<file path="config.mk">
export PLATFORM = sky130hd
export DESIGN_NAME = sata_fis_receiver
export DESIGN_NICKNAME = d
export VERILOG_FILES = /design/src/rtl/sata_pkg.sv /design/src/rtl/sata_crc32_dword.sv /design/src/rtl/sata_fis_receiver.sv
export VERILOG_INCLUDE_DIRS = /design/src /design/src/rtl
export SDC_FILE = /design/constraint.sdc
export NUM_CORES = 1
export LEC_CHECK = 0
export BUFFER_PORTS_ARGS = -buffer_cell sky130_fd_sc_hd__buf_2
export CAP_MARGIN = 20
export CORE_ASPECT_RATIO = 0.8
export CORE_MARGIN = 2
export CORE_UTILIZATION = 55
export DETAILED_ROUTE_END_ITERATION = 10
export GPL_ROUTABILITY_DRIVEN = 0
export MAX_ROUTING_LAYER = met4
export PLACE_DENSITY_LB_ADDON = 0.08
export SYNTH_ARGS = -nofsm -noshare
export SYNTH_HDL_FRONTEND = slang
export SYNTH_SLANG_ARGS = --single-unit
</file>
<file path="constraint.sdc">
create_clock -name clk -period 12.3 [get_ports clk]
set_input_delay 1.23 -clock clk [delete_from_list [all_inputs] [get_ports clk]]
set_output_delay 1.23 -clock clk [all_outputs]
set_load 0.01 [all_outputs]
</file>
<file path="src/rtl/sata_defs.svh">
// sata_defs: SATA primitive dword encodings and the rx_datak qualifier values
`ifndef SATA_DEFS_SVH
`define SATA_DEFS_SVH
`define DWORD_IS_PRIM 1'b1
`define DWORD_IS_DATA 1'b0
`define SATA_PRIM_SOF   32'h3737B57C
`define SATA_PRIM_EOF   32'hD5D5B57C
`define SATA_PRIM_SYNC  32'hB5B5957C
`define SATA_PRIM_WTRM  32'h5858B57C
`define SATA_PRIM_CONT  32'h9999AA7C
`define SATA_PRIM_HOLD  32'hD5D5AA7C
`define SATA_PRIM_HOLDA 32'h9595AA7C
`define SATA_PRIM_ALIGN 32'h7B4A4ABC
`endif

</file>
<file path="src/rtl/sata_pkg.sv">
// sata_pkg: shared link-layer types, fis_err bit positions and CRC constants
package sata_pkg;
  typedef enum logic [1:0] {IDLE, FRAME, CONT_SKIP} rx_state_e;
  localparam int ERR_CRC = 0;
  localparam int ERR_OVF = 1;
  localparam int ERR_ABORT = 2;
  localparam int ERR_SHORT = 3;
  localparam logic [31:0] CRC_SEED = 32'h52325032;
  localparam logic [31:0] CRC_POLY = 32'h04C11DB7;
endpackage

</file>
<file path="src/rtl/sata_crc32_dword.sv">
// sata_crc32_dword: combinational CRC-32 update over one dword, MSB first, no reflection
//   crc_i  current CRC      dat_i  dword to fold in      crc_o  updated CRC
module sata_crc32_dword
  import sata_pkg::*;
(
  input  logic [31:0] crc_i,
  input  logic [31:0] dat_i,
  output logic [31:0] crc_o
);
  always_comb begin
    crc_o = crc_i;
    for (int i = 31; i >= 0; i--)
      crc_o = {crc_o[30:0], 1'b0} ^ ((crc_o[31] ^ dat_i[i]) ? CRC_POLY : 32'h0);
  end
endmodule

</file>
<file path="src/rtl/sata_fis_receiver.sv">
// sata_fis_receiver: link-layer receive framer, SOF..EOF -> FIS beats with CRC strip/check
//   clk, reset (async, active-high)
//   rx_data/rx_datak      descrambled dword and primitive qualifier
//   fis_dat/fis_val       payload beat strobe
//   fis_eop/fis_err       end of frame and {short, abort, overflow, crc}
//   frame_active          a frame is in progress
`include "sata_defs.svh"
module sata_fis_receiver
  import sata_pkg::*;
#(
  parameter int MAX_DWORDS = 2049,
  parameter int CRC_CHECK = 1
) (
  input  logic        clk,
  input  logic        reset,
  input  logic [31:0] rx_data,
  input  logic        rx_datak,
  output logic [31:0] fis_dat,
  output logic        fis_val,
  output logic        fis_eop,
  output logic [3:0]  fis_err,
  output logic        frame_active
);
  localparam int CW = $clog2(MAX_DWORDS + 2);
  localparam logic [CW-1:0] CNT_FULL = CW'(MAX_DWORDS + 1);
  rx_state_e state_q, state_d;
  logic [31:0] h0_q, h0_d, h1_q, h1_d, crc_q, crc_d, crc_nx, dat_q, dat_d;
  logic h0v_q, h0v_d, h1v_q, h1v_d, ovf_q, ovf_d, val_q, val_d, eop_q, eop_d, act_q;
  logic [CW-1:0] cnt_q, cnt_d;
  logic [3:0] err_q, err_d;
  logic is_prim, is_sof, is_eof, is_cont, abort;
  assign is_prim = rx_datak == `DWORD_IS_PRIM;
  assign is_sof = is_prim && rx_data == `SATA_PRIM_SOF;
  assign is_eof = is_prim && rx_data == `SATA_PRIM_EOF;
  assign is_cont = is_prim && rx_data == `SATA_PRIM_CONT;
  assign abort = is_sof || (is_prim && (rx_data == `SATA_PRIM_SYNC || rx_data == `SATA_PRIM_WTRM));
  // CRC advances over h0 as it moves into h1, so the last dword held in h0 is never folded in
  sata_crc32_dword u_crc (.crc_i(crc_q), .dat_i(h0_q), .crc_o(crc_nx));
  always_comb begin
    state_d = state_q;
    h0_d = h0_q;
    h1_d = h1_q;
    h0v_d = h0v_q;
    h1v_d = h1v_q;
    cnt_d = cnt_q;
    ovf_d = ovf_q;
    crc_d = crc_q;
    dat_d = dat_q;
    val_d = 1'b0;
    eop_d = 1'b0;
    err_d = '0;
    if (state_q != IDLE && is_prim) begin
      state_d = is_cont ? CONT_SKIP : FRAME;
      if (is_eof || abort) begin
        state_d = IDLE;
        val_d = 1'b1;
        eop_d = 1'b1;
        dat_d = h1v_q ? h1_q : 32'h0;
        // h1 is valid exactly when at least two data dwords were accepted
        err_d[ERR_SHORT] = !h1v_q;
        err_d[ERR_ABORT] = abort;
        err_d[ERR_OVF] = ovf_q;
        err_d[ERR_CRC] = (CRC_CHECK != 0) && is_eof && h1v_q && crc_q != h0_q;
      end
    end else if (state_q == FRAME) begin
      if (cnt_q == CNT_FULL) ovf_d = 1'b1;
      else begin
        cnt_d = cnt_q + 1'b1;
        if (h1v_q) begin
          val_d = 1'b1;
          dat_d = h1_q;
        end
        if (h0v_q) begin
          h1_d = h0_q;
          h1v_d = 1'b1;
          crc_d = crc_nx;
        end
        h0_d = rx_data;
        h0v_d = 1'b1;
      end
    end
    // SOF opens a fresh context whether seen idle or as an in-frame abort
    if (is_sof) begin
      state_d = FRAME;
      h0v_d = 1'b0;
      h1v_d = 1'b0;
      cnt_d = '0;
      ovf_d = 1'b0;
      crc_d = CRC_SEED;
    end
  end
  always_ff @(posedge clk or posedge reset) begin
    if (reset) begin
      state_q <= IDLE;
      h0_q <= '0;
      h1_q <= '0;
      h0v_q <= 1'b0;
      h1v_q <= 1'b0;
      cnt_q <= '0;
      ovf_q <= 1'b0;
      crc_q <= CRC_SEED;
      dat_q <= '0;
      val_q <= 1'b0;
      eop_q <= 1'b0;
      err_q <= '0;
      act_q <= 1'b0;
    end else begin
      state_q <= state_d;
      h0_q <= h0_d;
      h1_q <= h1_d;
      h0v_q <= h0v_d;
      h1v_q <= h1v_d;
      cnt_q <= cnt_d;
      ovf_q <= ovf_d;
      crc_q <= crc_d;
      dat_q <= dat_d;
      val_q <= val_d;
      eop_q <= eop_d;
      err_q <= err_d;
      act_q <= state_d != IDLE;
    end
  end
  assign fis_dat = dat_q;
  assign fis_val = val_q;
  assign fis_eop = eop_q;
  assign fis_err = err_q;
  assign frame_active = act_q;
endmodule

</file>
-- Yosys cells after proc, flatten, opt, wreduce, memory -nomap -nowiden
Index checks and enable logic that the tools add are counted.
- register bits after elaboration: 152
- bits in latches: 0
- memory bits (writable): 0
- bits in read-only memories: 0
- output and inout bits: 39
- word-level logic and storage cells: 188
- memories: 0
- $add $sub $neg: 1
- $mul: 0
- divide/modulo/power cells: 0
- $lt $le $gt $ge: 0
- equal/unequal tests: 12
- shift-type cells: 0
- mux-type cells: 72
- bitwise gates (word level): 66
- reductions and logical operators: 24
- operators by type and width (operator ; count):
    32-bit XOR ; 32
    27-bit two-way mux ; 32
    32-bit two-way mux ; 11
    32-bit == test (second input constant) ; 3
    12-bit two-way mux ; 4
    32-bit by 30-bit == test with 1-bit output (second input constant) ; 1
    32-bit by 31-bit == test with 1-bit output (second input constant) ; 1
    32-bit != test ; 1
    1-bit XOR ; 32
    1-bit two-way mux ; 19
    2-bit nonzero test ; 7
    12-bit by 1-bit adder with 12-bit output (second input constant) ; 1
    12-bit == test (second input constant) ; 1
    4-bit AND reduction ; 3
    3-bit AND reduction ; 3
    2-bit two-way mux ; 4
    4-bit two-way mux ; 2
    1-bit logical AND ; 7
    2-bit != test (second input constant) ; 3
    1-bit logical OR ; 3
    2-bit by 1-bit == test with 1-bit output (second input constant) ; 1
    2-bit by 1-bit != test with 1-bit output (second input constant) ; 1
    1-bit NOT ; 2
    1-bit zero test ; 1

-- Logic depth before layout (Yosys ltp)
- word-level depth: 101
- gate-level depth with buffers: 11
- mapped depth without buffers: 9

-- Cells and area by module
Synthesis repeated with hierarchy kept, for this count alone.
- cell total of the unflattened synthesis: 801
- area total of the unflattened synthesis: 9833.2 µm²
- by module, submodules not included (module ; instances ; cells an instance ; area each (µm²) ; sequential area each (µm²)):
    sata_fis_receiver ; 1 ; 550 ; 6459.9 ; 3817.4
    sata_crc32_dword ; 1 ; 251 ; 3373.2 ; 0.0

-- Worst setup path before layout
Ideal clock, no wire load.
- path type: flip-flop to flip-flop
- start point: register crc_q[20]
- end point: register crc_q[13]
- setup time: 121 ps
- data arrival time: 3684 ps
- path slack: 8495 ps
- stages on the path, launching flop included: 10
- clock period less this slack: 3805 ps
- cell sequence: dfstp_2 xor2_1 xnor3_1 xnor2_2 xor2_1 xnor3_4 xor2_4 xor2_1 xnor3_1 a22o_1
- word-level cells in the longest chain between the ends: 45
- RTL lines (what ; RTL line ; text):
    from (decl) ; sata_fis_receiver.sv:27 ; logic [31:0] h0_q, h0_d, h1_q, h1_d, crc_q, crc_d, crc_nx, dat_q, dat_d;
    from (signal assigned) ; sata_fis_receiver.sv:115 ; crc_q <= crc_d;
    32-bit XOR (*) (11 in a row) ; sata_crc32_dword.sv:13 ; crc_o = {crc_o[30:0], 1'b0} ^ ((crc_o[31] ^ dat_i[i]) ? CRC_POLY : 32'h0);
    1-bit XOR (*) ; sata_crc32_dword.sv:13 ;
    27-bit two-way mux (*) ; sata_crc32_dword.sv:13 ;
    32-bit XOR (*) (6 in a row) ; sata_crc32_dword.sv:13 ;
    1-bit XOR ; sata_crc32_dword.sv:13 ;
    27-bit two-way mux ; sata_crc32_dword.sv:13 ;
    32-bit XOR (*) (6 in a row) ; sata_crc32_dword.sv:13 ;
    1-bit XOR ; sata_crc32_dword.sv:13 ;
    (+7 left out) ; n/a ;
    1-bit XOR ; sata_crc32_dword.sv:13 ;
    27-bit two-way mux ; sata_crc32_dword.sv:13 ;
    32-bit XOR (*) (3 in a row) ; sata_crc32_dword.sv:13 ;
    32-bit two-way mux (*) ; sata_fis_receiver.sv:73 ; if (h0v_q) begin
    32-bit two-way mux (*) ; sata_fis_receiver.sv:66 ; if (cnt_q == CNT_FULL) ovf_d = 1'b1;
    32-bit two-way mux (*) ; sata_fis_receiver.sv:65 ; end else if (state_q == FRAME) begin
    32-bit two-way mux (*) ; sata_fis_receiver.sv:52 ; if (state_q != IDLE && is_prim) begin
    32-bit two-way mux (*) ; sata_fis_receiver.sv:83 ; if (is_sof) begin
Mark *: on every way between the ends. The rest lies on a longest branch, timed or not. The select of a mux whose other input is x is not followed.
A chain may end at the register's enable or synchronous reset.

-- Worst setup path in the final report
Same ends and word-level chain as after synthesis.

==> flow_summary.toml <==
[timing]
grt_setup_unrepaired = "no"
fmax_mhz = 230
clock_skew_ns = 0.0103
hold_slack_ns = 0.473
setup_tns_ns = 0
setup_viol = 0
period_needed_ns = 4.34
fin_crit_sh = 0.353
relSlewSlack = 0.422
hold_viol = 0
report.final.slew_viol_count = 0
max_slew.worst_pin.slew_ns = 0.867

[layout]
drive_gt1_frac = 0.217
final_util = 0.634
nNetsFinal = 953
syn2layout_area_growth_pct = 13.7
multi_input_area_um2 = 5240
fillers = 1356
regArea_um2 = 3820

[die]
die_y_um = 119
die-width_um = 148
dieArea_um2 = 17700
num_rows = 42
start_util = 0.557
top_level_ports = 74
coreArea_um2 = 16400

[yosys]
synth_cell_types = 49
synthesis.nets = 882
yosys_warnings = 0
avgSynthCellArea_um2 = 10.9
ys_ff_latch = 152
ys_seq_area_frac = 0.417
postSynthCellCount = 843
synthFlopType = "dfrtp_1"
synthArstFlopShare = 1.00
synth_edf_count = 0
synth_area_um2 = 9160

[clocking]
clk_path_buf_depth = 2
htreeDepth = 4
clkTransAtPathRegs_ns = 0.06
cts_root_buf = "clkbuf_16"
cts_resized = 0
cts_tree = "yes"
clk_latency_ns = 0.42
post-cts-setup-buffers = 0
ctsHoldBuffers = 0
cts_made_buffers = 17
cts.sinks = 152

[routing]
routed-via-count = 6307
drc_errors = 0
dr.pass1.iters = 4
wl_met1_um = 10400
dr.max_layer_used = "met4"
dr_wl_met2_um = 10300
ant_nets = 0
vias_per_cell = 5.49
routed_wl_um = 22900
met3_length_um = 1840
drtIter0Drc = 525
wl_per_cell_um = 20.0

[worst_setup_path]
rr_endpoint = "crc_q[13]$_DFFE_PP0P_"
critPathCaptureType = "register"
worstSetupPathType = "reg2reg"
crit_chain = "xor2_1 -> xnor3_1 -> xnor2_2 -> xor2_1 -> xnor3_4 -> xor2_4 -> xor2_1 -> xnor3_1 -> a22o_1"
cp.arrival_ns = 4.64
path_buf_inv = 0
critPathRequiredTime_ns = 12.60
crit_top_cell = "xor2_1"
critPathMaxFanout = 6
reg2regPathDepth = 9
r2r_start = "crc_q[20]$_DFFE_PP1P_"
max_stage_delay_ns = 0.61
r2r_slack_ns = 7.96
start_kind = "register"
critical_path.top_delay_family = "XOR/XNOR gates"
cp_slowest_cell = "xnor3_1"

[global_routing]
grt_pass1_vias = 6432
grt_pass1_wl_um = 36100
grt-ovfl-total = 0
grt_max_degree = 84
grt_use_total = 0.280
antenna_found_initial = 1

[place]
dpl.hpwl_um = 17400
port_buffers = 73

[flow_run]
cap_violations = 0

[power_and_ir_drop]
p_per_area_nw_per_um2 = 103
ir_worst_vdd_v = 0.0000840
leakagePower_nw = 4.91

[min_path]
min_path_type = "reg2reg"
min_from = "h1_q[17]$_DFFE_PP0P_"
min_path_cells = 2
min_to = "h1_q[17]$_DFFE_PP0P_"

[status]
outcome = "finished clean"
[final cells by class]
class | instances | share of cell area
antenna | 2 | 0.000480
clock buffer | 21 | 0.0451
clock inverter | 11 | 0.0152
inverter | 5 | 0.00228
multi-input combinational | 657 | 0.503
sequential | 152 | 0.366
tap | 220 | 0.0264
timing repair buffer | 81 | 0.0408
[worst max path at each step]
stage / startpoint / to / slack (ns) / cells after the start
final: crc_q[20]$_DFFE_PP1P_ / crc_q[13]$_DFFE_PP0P_ / 7.96 / 9
after global routing: crc_q[20]$_DFFE_PP1P_ / crc_q[13]$_DFFE_PP0P_ / 7.81 / 9
after CTS: crc_q[20]$_DFFE_PP1P_ / crc_q[13]$_DFFE_PP0P_ / 7.97 / 9
after detailed placement: crc_q[20]$_DFFE_PP1P_ / crc_q[13]$_DFFE_PP0P_ / 8.01 / 9
after global placement: crc_q[20]$_DFFE_PP1P_ / crc_q[13]$_DFFE_PP0P_ / 8.04 / 9
after floorplan: reset / cnt_q[0]$_DFFE_PP0P_ / 7.00 / 1
[cell families (layout without fill, tap and decap cells)]
| kind of cell | Yosys count | count (layout) | share of synthesized area |
|---|---|---|---|
| other | 0 | 2 | 0 |
| AND/OR/NAND/NOR | 269 | 269 | 0.128 |
| buffers and inverters | 34 | 118 | 0.0139 |
| flip-flops | 152 | 152 | 0.417 |
| AO/OA/AOI/OAI | 84 | 84 | 0.0504 |
| adder cells (fa/ha/maj) | 4 | 4 | 0.00546 |
| XOR/XNOR | 265 | 265 | 0.343 |
| multiplexers | 35 | 35 | 0.0429 |
[per-stage QoR]
stage                     std cells  cell area [um2]  worst slack, ns  total power (W)
final                          1149            10400             7.96          0.00107
after detailed placement       1113             9770             8.01         0.000531
after floorplan                 843             9160             7.00         0.000518
after CTS                      1145            10400             7.97          0.00108
after global placement         1113             9770             8.04         0.000530
after global routing           1148            10400             7.81          0.00111
[synth_stat cells, types with 8 or more instances]
| cell | n | area (um2) |
|---|---|---|
| xnor2_2 | 9 | 146 |
| a21oi_1 | 14 | 70.1 |
| xnor3_1 | 17 | 383 |
| nand4_1 | 15 | 93.8 |
| mux2_2 | 34 | 383 |
| xnor2_4 | 8 | 220 |
| nor2_1 | 27 | 101 |
| xor2_1 | 50 | 438 |
| dfrtp_1 | 141 | 3530 |
| clkbuf_1 | 26 | 97.6 |
| xnor3_2 | 13 | 309 |
| o21ai_0 | 55 | 275 |
| xnor2_1 | 157 | 1380 |
| nand2_1 | 186 | 698 |
| dfstp_2 | 11 | 289 |
[power by group]
group | internal (W) | switching, W
logic | 0.00000535 | 0.0000155
registers | 0.000500 | 0.0000000000205
clock network | 0.000340 | 0.000212
total | 0.000845 | 0.000227
[layer usage]
metal | track usage | vias up
met1 | 0.395 | 3118
met4 | 0.0690 | 0
met5 | - | -
met3 | 0.0736 | 30
met2 | 0.407 | 216
li1 | - | 2943
[sequential cells by signal, summed over array words and instances (netlist names)]
name          flops
crc_q            32
fis_dat          32
h0_q             32
h1_q             32
cnt_q            12
fis_err           4
state_q           2
fis_eop           1
fis_val           1
frame_active      1
h0v_q             1
h1v_q             1
ovf_q             1
[layout by cell type, fill, tap and decap left out, drive strengths merged, types with 14 or more instances in the layout]
cell,synthesis,layout
nand2,186,186
xnor3,32,32
mux2,34,34
nand4,15,15
a21oi,14,14
nor2,27,27
dfrtp,141,141
xor2,53,53
buf,3,81
o21ai,58,58
clkbuf,26,21
xnor2,174,174
[worst register-to-register path, delay by kind of cell (launching register included)]
family	cells	cell delay [ns]
flops	1	0.56
compound gates	1	0.18
xor+xnor	8	3.49
(Power assumes the default switching activity.)
